$ cat src/rtl/step_burst_gate.sv
// step_burst_gate: on a start-key press, passes exactly N step strobes from the
// rate generator to the phase sequencer, then closes. N covers 1/4..1 revolution
// in full- or half-step mode. Provides abort, busy/done/aborted status and a
// remaining-step readout.
// Optional feature: define STEP_BURST_QUEUE_EN for a one-deep request queue.
module step_burst_gate #(
  parameter int unsigned CNT_W         = 10,
  parameter int unsigned STEPS_PER_REV = 200
) (
  input  logic             clk,
  input  logic             rst,
  input  logic             step_in,
  input  logic             start_key,
  input  logic             full_step,
  input  logic [1:0]       turn_sel,
  input  logic             abort,
  output logic             step_out,
  output logic             busy,
  output logic             done,
  output logic             aborted,
  output logic             queued,
  output logic [CNT_W-1:0] steps_left
);

  localparam logic [CNT_W-1:0] QUARTER = CNT_W'(STEPS_PER_REV / 4);

  typedef enum logic {IDLE, RUN} state_t;

  state_t           state, state_nx;
  logic [CNT_W-1:0] count, count_nx;
  logic [CNT_W-1:0] target, target_nx;
  logic [CNT_W-1:0] steps_left_nx;
  logic             start_q, start_rise, last_step;
  logic             done_nx, aborted_nx;

`ifdef STEP_BURST_QUEUE_EN
  logic       pend_valid, pend_valid_nx;
  logic       pend_full, pend_full_nx;
  logic [1:0] pend_turn, pend_turn_nx;
`endif

  // Burst length for a given mode/turn selection
  function automatic logic [CNT_W-1:0] calc_target(input logic fs, input logic [1:0] ts);
    logic [CNT_W-1:0] t;
    t = QUARTER * (CNT_W'(ts) + CNT_W'(1));
    return fs ? t : (t << 1);
  endfunction

  assign start_rise = start_key & ~start_q;
  assign last_step  = step_in && (count == target - CNT_W'(1));

  // Gated strobe: zero latency, closed outside RUN, during abort and in reset
  assign step_out = step_in & (state == RUN) & ~abort & ~rst;

  // Next-state, counter and status pulse logic
  always_comb begin
    state_nx   = state;
    count_nx   = count;
    target_nx  = target;
    done_nx    = 1'b0;
    aborted_nx = 1'b0;
`ifdef STEP_BURST_QUEUE_EN
    pend_valid_nx = pend_valid;
    pend_full_nx  = pend_full;
    pend_turn_nx  = pend_turn;
`endif
    case (state)
      IDLE: begin
        if (start_rise && !abort) begin
          state_nx  = RUN;
          target_nx = calc_target(full_step, turn_sel);
          count_nx  = '0;
        end
      end
      RUN: begin
        if (abort) begin
          state_nx   = IDLE;
          count_nx   = '0;
          aborted_nx = 1'b1;
`ifdef STEP_BURST_QUEUE_EN
          pend_valid_nx = 1'b0;
`endif
        end else begin
          if (last_step) begin
            count_nx = '0;
            done_nx  = 1'b1;
            state_nx = IDLE;
`ifdef STEP_BURST_QUEUE_EN
            // Chain straight into the next burst: pending request first,
            // otherwise a press landing on the final step
            if (pend_valid) begin
              state_nx      = RUN;
              target_nx     = calc_target(pend_full, pend_turn);
              pend_valid_nx = 1'b0;
            end else if (start_rise) begin
              state_nx  = RUN;
              target_nx = calc_target(full_step, turn_sel);
            end
`endif
          end else if (step_in) begin
            count_nx = count + CNT_W'(1);
          end
`ifdef STEP_BURST_QUEUE_EN
          // Hold one request; later presses are dropped
          if (start_rise && !pend_valid && !last_step) begin
            pend_valid_nx = 1'b1;
            pend_full_nx  = full_step;
            pend_turn_nx  = turn_sel;
          end
`endif
        end
      end
      default: state_nx = IDLE;
    endcase
    steps_left_nx = (state_nx == RUN) ? (target_nx - count_nx) : '0;
  end

  // State, counter and registered outputs
  always_ff @(posedge clk or posedge rst) begin
    if (rst) begin
      state      <= IDLE;
      count      <= '0;
      target     <= '0;
      start_q    <= 1'b0;
      busy       <= 1'b0;
      done       <= 1'b0;
      aborted    <= 1'b0;
      steps_left <= '0;
    end else begin
      state      <= state_nx;
      count      <= count_nx;
      target     <= target_nx;
      start_q    <= start_key;
      busy       <= (state_nx == RUN);
      done       <= done_nx;
      aborted    <= aborted_nx;
      steps_left <= steps_left_nx;
    end
  end

`ifdef STEP_BURST_QUEUE_EN
  // Pending request storage
  always_ff @(posedge clk or posedge rst) begin
    if (rst) begin
      pend_valid <= 1'b0;
      pend_full  <= 1'b0;
      pend_turn  <= 2'b00;
    end else begin
      pend_valid <= pend_valid_nx;
      pend_full  <= pend_full_nx;
      pend_turn  <= pend_turn_nx;
    end
  end

  assign queued = pend_valid;
`else
  assign queued = 1'b0;
`endif

endmodule

$ cat config.mk
export PLATFORM = sky130hd
export DESIGN_NAME = step_burst_gate
export DESIGN_NICKNAME = d
export VERILOG_FILES = /design/src/rtl/step_burst_gate.sv
export SDC_FILE = /design/constraint.sdc
export NUM_CORES = 1
export LEC_CHECK = 0
export CORE_ASPECT_RATIO = 1.25
export CORE_MARGIN = 4
export CORE_UTILIZATION = 50
export CTS_BUF_LIST = sky130_fd_sc_hd__clkbuf_8
export DETAILED_ROUTE_END_ITERATION = 10
export PLACE_DENSITY = 0.75
export SETUP_SLACK_MARGIN = 0.15
export SLEW_MARGIN = 15
export SYNTH_ARGS = -nofsm -noshare
export SYNTH_HDL_FRONTEND = slang
export SYNTH_SLANG_ARGS = --single-unit
$ cat constraint.sdc
create_clock -name clk -period 4.68 [get_ports clk]
set_clock_uncertainty 0.1 [all_clocks]
set_input_delay 0.936 -clock clk [delete_from_list [all_inputs] [get_ports clk]]
set_output_delay 0.936 -clock clk [all_outputs]
set_load 0.005 [all_outputs]
# After elaboration in Yosys (flattened, before gate mapping)
# Cells that the tools add are included.
# classes
n_reduce_logical	3
n_mux	18
n_mul	1
n_eq_ne	1
addsub	4
n_bitwise	8
# op_table
operator	count
2-to-1 mux 10 bit	8
case mux 10 bit (2 select lines)	1
adder 10 x 1 -> 10 bit (second input constant)	1
equality test 10 bit	1
subtractor 10 x 1 -> 10 bit (second input constant)	1
subtractor 10 bit	1
multiplier 5 x 3 -> 8 bit (first input constant)	1
2-to-1 mux 1 bit	8
AND 1 bit	4
NOT 1 bit	4
adder 2 x 1 -> 3 bit (second input constant)	1
logical AND 1 bit	2
case mux 1 bit (2 select lines)	1
logical NOT 1 bit	1
# totals
output_inout_bits	15
inputBits	8
word_cells	42
regBits	34

# Depth between registers and ports, before layout
# logic_depth
ltp_word	8
mapped_depth	20
mapped_depth_nobuf	19

# Worst setup path after synthesis
# No wires, ideal clock.
# synth_timing
path_kind	register to register
start	register target[0]
end	register steps_left[9]
required_time_ns	4.457
arrival_ns	3.869
synth_period_minus_slack_ns	4.092
path_stages_with_launch	19
setup_time_ns	0.123
path_slack_ns	0.588
path_buffers	1
cell_sequence	dfrtp_1 -> inv_1 -> ha_1 -> buf_2 -> or4_1 -> o211ai_1 -> a31oi_1 -> o22a_1 -> o21ai_4 -> o21ai_1 -> a32oi_1 -> ha_1 -> nor2b_1 -> o2111ai_1 -> a311oi_1 -> a211oi_1 -> xor2_1 -> nand4_1 -> nor3b_2
# synth_via
elab_chain_cells	8
# synth_lines
item	line_no	source
start, declared	31	logic [CNT_W-1:0] target, target_nx;
start signal, assigned	132	target <= target_nx;
subtractor 10 x 1 -> 10 bit	50	assign last_step = step_in && (count == target - CNT_W'(1));
equality test 10 bit	50	
logical AND 1 bit	50	
2-to-1 mux 10 bit	84	if (last_step) begin
2-to-1 mux 10 bit	76	if (abort) begin
case mux 10 bit (2 select lines)	67	case (state)
subtractor 10 bit	115	steps_left_nx = (state_nx == RUN) ? (target_nx - count_nx) : '0;
2-to-1 mux 10 bit *	115	
via steps_left_nx[9]	32	logic [CNT_W-1:0] steps_left_nx;
end signal, assigned	137	steps_left <= steps_left_nx;
end, declared	22	output logic [CNT_W-1:0] steps_left
# The timed path passes the listed nets; every way through them passes the cells marked *.

# Worst setup path after layout
# layout_timing
start	input step_in
end	register steps_left[9]
# layout_via
elab_chain_cells	6
# layout_lines
item	line_no	source
start, declared	12	input logic step_in,
2-to-1 mux 10 bit / logical AND 1 bit (equally long branches)	100, 50	
2-to-1 mux 10 bit	84	
2-to-1 mux 10 bit	76	
case mux 10 bit (2 select lines)	67	
subtractor 10 bit	115	
2-to-1 mux 10 bit *	115	
via steps_left_nx[9]	32	
# Marks and branches as above.

==> impl_summary.txt <==
----------------------------------------------------
[Yosys]
  Library cell with the largest summed area after synthesis ... dfrtp_1
  Predominant post-synthesis flop cell ... dfrtp_1
  Seq/Total Area, Yosys ... 36.4%
  EDFF count, synth ... 0
  Mean Syn Cell Area ... between 9 and 10 µm²
  Post-synth net total ... 278
  Number of cells produced by synthesis ... approximately 250
  Number of distinct library cells after synthesis ... slightly above 60
  Number of storage elements in the synthesis netlist ... 34
  Synth Warn # ... 0
  Top area cells in the synthesized netlist ... dfrtp_1, ha_1, xnor2_1
  Summed instance area of the synthesized netlist ... around 0.0023 mm²
  Asr flop ratio synth ... 100%
  Share of the synthesized area in the top cell type ... between 30 and 40%

[Power]
  Cell area power density ... ~340 mW/mm²
  Leak pwr ... around 1.3 nW
  Peak supply drop ... between 200 and 250 µV

[Worst setup path]
  Setup crit end kind ... flip-flop
  Terminus of the critical flop-to-flop path ... steps_left[9]$_DFF_PP0_
  Reg-to-reg setup timing slack ... approximately 0.47 ns
  Slowest stage cell on the critical path ... clkdlybuf4s50_1
  Sequence of cells on the critical path ... clkdlybuf4s50_1 > nand3_1 > nor4b_4 > o311a_1 > a21oi_4 > a32oi_1 > ha_1 > nor2b_1 > o2111ai_1 > a311oi_1 > a211oi_1 > xor2_1 > nand4_1 > nor3b_2
  WP buf/inv ... 1
  Startpoint Class ... input pin
  Startpoint-to-endpoint class of the critical path ... input pin to flip-flop
  Crit path arrival time ... between 4 and 5 ns
  Worst r2r src ... target[1]$_DFF_PP0_
  Worst-path maximum fanout ... 13
  Count of cells along the worst register-to-register path ... 16
  Required time of the critical path ... between 4 and 5 ns
  Largest stage delay, worst path ... 0.48 ns
  Cell type group with the largest total delay on the critical path ... compound AO/OA/AOI/OAI gates

[GRT]
  Vias in the first global route ... between 2000 and 2500
  Total congestion overflow after global routing ... 0
  Wire length of the first global-routing pass ... around 9200 µm
  Initial antenna violation count ... 0
  Global-route usage over all layers ... between 10% and 20%
  Largest net degree at the start of global routing ... 35

[Drt]
  DRC violation total after the first TritonRoute iteration ... 96
  Number of DRC violations after detailed routing ... 0
  Remaining antenna violation count after routing ... 0
  Detailed-route wire length ... between 5000 and 6000 µm
  Drt pass-1 iters ... 4
  Average routed wire per standard cell ... 16.0 µm
  Number of vias per cell after detailed routing ... 5.76
  Overall via count from detail_route ... about 2000

[STA]
  Worst Max-Slew Pin Slew ... around 0.5 ns
  Max Transition Viols Final ... 0
  Setup repair after global routing missed its margin ... no
  Number of setup violations in the final report ... 0
  Period minus WS final ... roughly 4.2 ns
  Slew headroom ... between 60 and 70%
  Max frequency ... approximately 240 MHz
  Hold violation count in the final report ... 0
  Setup WS post-layout ... between 0.4 and 0.5 ns
  Portion of the clock cycle consumed by the worst path in the final layout ... 90.8%
  Total negative slack for setup checks ... 0 ns

[Die]
  Top Ports ... 23
  Horizontal extent of the die ... slightly below 70 µm
  Vert. Die Dim ... about 84 µm
  Core footprint ... 0.00446 mm²
  Die area ... ~0.006 mm²
  Initial core utilization ... a little over half
  Site row count ... 27

[CTS]
  Clock latency on the worst-skew pair ... 0.29 ns
  Clock H-tree levels ... 2
  CTS sink cnt ... 34
  Cell at the root of the clock tree ... clkbuf_8
  TritonCTS clock tree ... done
  Clock-pin slew on the worst setup and hold paths ... 0.06 ns
  Maximum clock path buffer count ... 2
  TritonCTS buffer count ... 5

[Cells and area]
  Filler Cell Count ... between 300 and 400
  Antenna Diode Count ... 0
  Share of layout cells above drive strength 1 ... 13.0%
  Area of the multi-input gates ... ~0.0014 mm²
  Reg area ... around 850 µm²
  Layout Cell Area excl Fill ... roughly 0.0028 mm²
  Post-route core utilization ... a little over three fifths
  Area grow syn2layout ... 20.7%
  Net count of the finished layout ... approximately 310

[Hold path]
  Launch point of the worst hold path ... target[9]$_DFF_PP0_
  Worst min-delay path class ... flip-flop to flip-flop
  Min-Delay Endpoint ... target[9]$_DFF_PP0_
  Worst hold stages ... 2

[Run status]
  Status ... finished, final reports clean

[Place]
  Number of port buffers ... 21
  DPL Wire Length ... around 4200 µm
  Worst setup slack before clock tree synthesis ... 0.158 ns
  Gpl congestion ... about 0.96
  Placed Instance Area ... 0.00265 mm²

[Run]
  Max-capacitance violation count ... 0

----------------------------------------------------
-- flip-flops by register name (all words and copies together) (netlist names) --
name	cells
count	10
steps_left	10
target	10
aborted	1
done	1
start_q	1
state	1
-- where the power goes --
group	total [mW]	internal [mW]	switching, mW	leakage (nW)
clock	0.261	0.155	0.106	0.0607
sequential	0.355	0.322	0.0325	0.455
combinational	0.352	0.163	0.189	0.739
-- worst register-to-register path, delay by kind of cell, from the launching register on --
family / cells / cell delay [ns]
adders and majority gates: 2 / 0.52
and+or+nand+nor: 4 / 0.95
DFF: 1 / 0.37
xor gates and xnor gates: 1 / 0.21
AOI/OAI and AO/OA: 8 / 1.88
buffers and inverters: 1 / 0.06
-- metrics by stage --
step	std cells	power (mW)	hold WS, ns
floorplan	254	0.594	0.400
global placement	334	0.687	0.447
detailed placement	334	0.691	0.455
CTS	342	0.956	0.470
global route	343	1.03	0.529
finish	343	0.968	0.463
-- per-layer routing --
layer | global-route usage (%) | up-vias | part of all wire (%)
li1 | - | 970 | -
met1 | 23.5 | 952 | 43
met2 | 33.9 | 35 | 50
met3 | 3.11 | 17 | 2.6
met4 | 11.5 | 0 | 4.3
met5 | 0 | - | 0
-- repair_timing --
action,CTS,global route
hold buffers,0,0
resized for setup,0,9
buffers inserted,0,1
setup endpoints to repair,0,2
-- kinds of logic (layout without fill, tap and decap cells) --
group,after synthesis,in the layout,share of synthesized area (%)
AO/OA/AOI/OAI,70,70,21.7
XOR/XNOR,17,17,6.36
adder cells (fa/ha/maj),16,16,8.88
buffers and inverters,25,56,4.65
flip-flops,34,34,36.4
multiplexers,2,2,0.962
other,1,1,0.160
AND/OR/NAND/NOR,89,89,21.0
-- placed cells by master, fill, tap and decap left out, types with 2 or more instances in the layout --
cell type,instances
xor2_1,6
or2_2,2
dfrtp_1,34
a21oi_1,12
and3_1,2
o21ai_1,5
o211ai_1,3
nor2_1,20
nor3_1,6
a22o_1,4
clkdlybuf4s50_1,21
a31oi_1,5
nor3b_1,3
nand4_1,2
nor2b_1,5
inv_1,17
a211o_1,2
and2_1,4
buf_4,11
a21o_1,5
o21a_1,2
o21ai_0,9
or3_1,2
nand3_1,6
a22oi_1,4
clkbuf_8,5
nand2b_1,5
a311oi_1,2
ha_1,14
nand2_1,20
mux2_2,2
xnor2_1,11
-- cells in the mapped netlist, drive strengths merged, types with 2 or more instances --
cell / count
dfrtp: 34
nor2: 22
nand2: 20
inv: 16
ha: 15
o21ai: 15
a21oi: 13
xnor2: 11
a31oi: 6
nand3: 6
nor3: 6
xor2: 6
a21o: 5
and2: 5
buf: 5
nand2b: 5
nor2b: 5
a22o: 4
a22oi: 4
clkbuf: 4
nor3b: 4
o211ai: 3
a2111oi: 2
a211o: 2
a311oi: 2
and3: 2
mux2: 2
nand4: 2
nor4: 2
o21a: 2
or2: 2
or3: 2
-- layout make-up --
type                    instances  area share [%]
well taps                      58            2.57
clock buffers                   5            2.44
multi-input cells             195            51.0
inverters                      16            2.13
flip-flops and latches         34            30.1
clock inverters                 3            1.33
repair buffers                 32            10.4
-- how the worst max path moves through the flow --
stage,start,endpoint,slack (ns),depth (start not counted)
2_1_floorplan,target[0]$_DFF_PP0_,steps_left[9]$_DFF_PP0_,0.59,18
6_report,step_in,steps_left[9]$_DFF_PP0_,0.43,14
4_1_cts,target[1]$_DFF_PP0_,steps_left[9]$_DFF_PP0_,0.33,16
3_3_place_gp,step_in,steps_left[9]$_DFF_PP0_,0.22,15
3_5_place_dp,step_in,steps_left[9]$_DFF_PP0_,0.16,15
5_1_grt,target[1]$_DFF_PP0_,steps_left[9]$_DFF_PP0_,0.15,17
No activity file was read; power rests on OpenSTA's default activity.
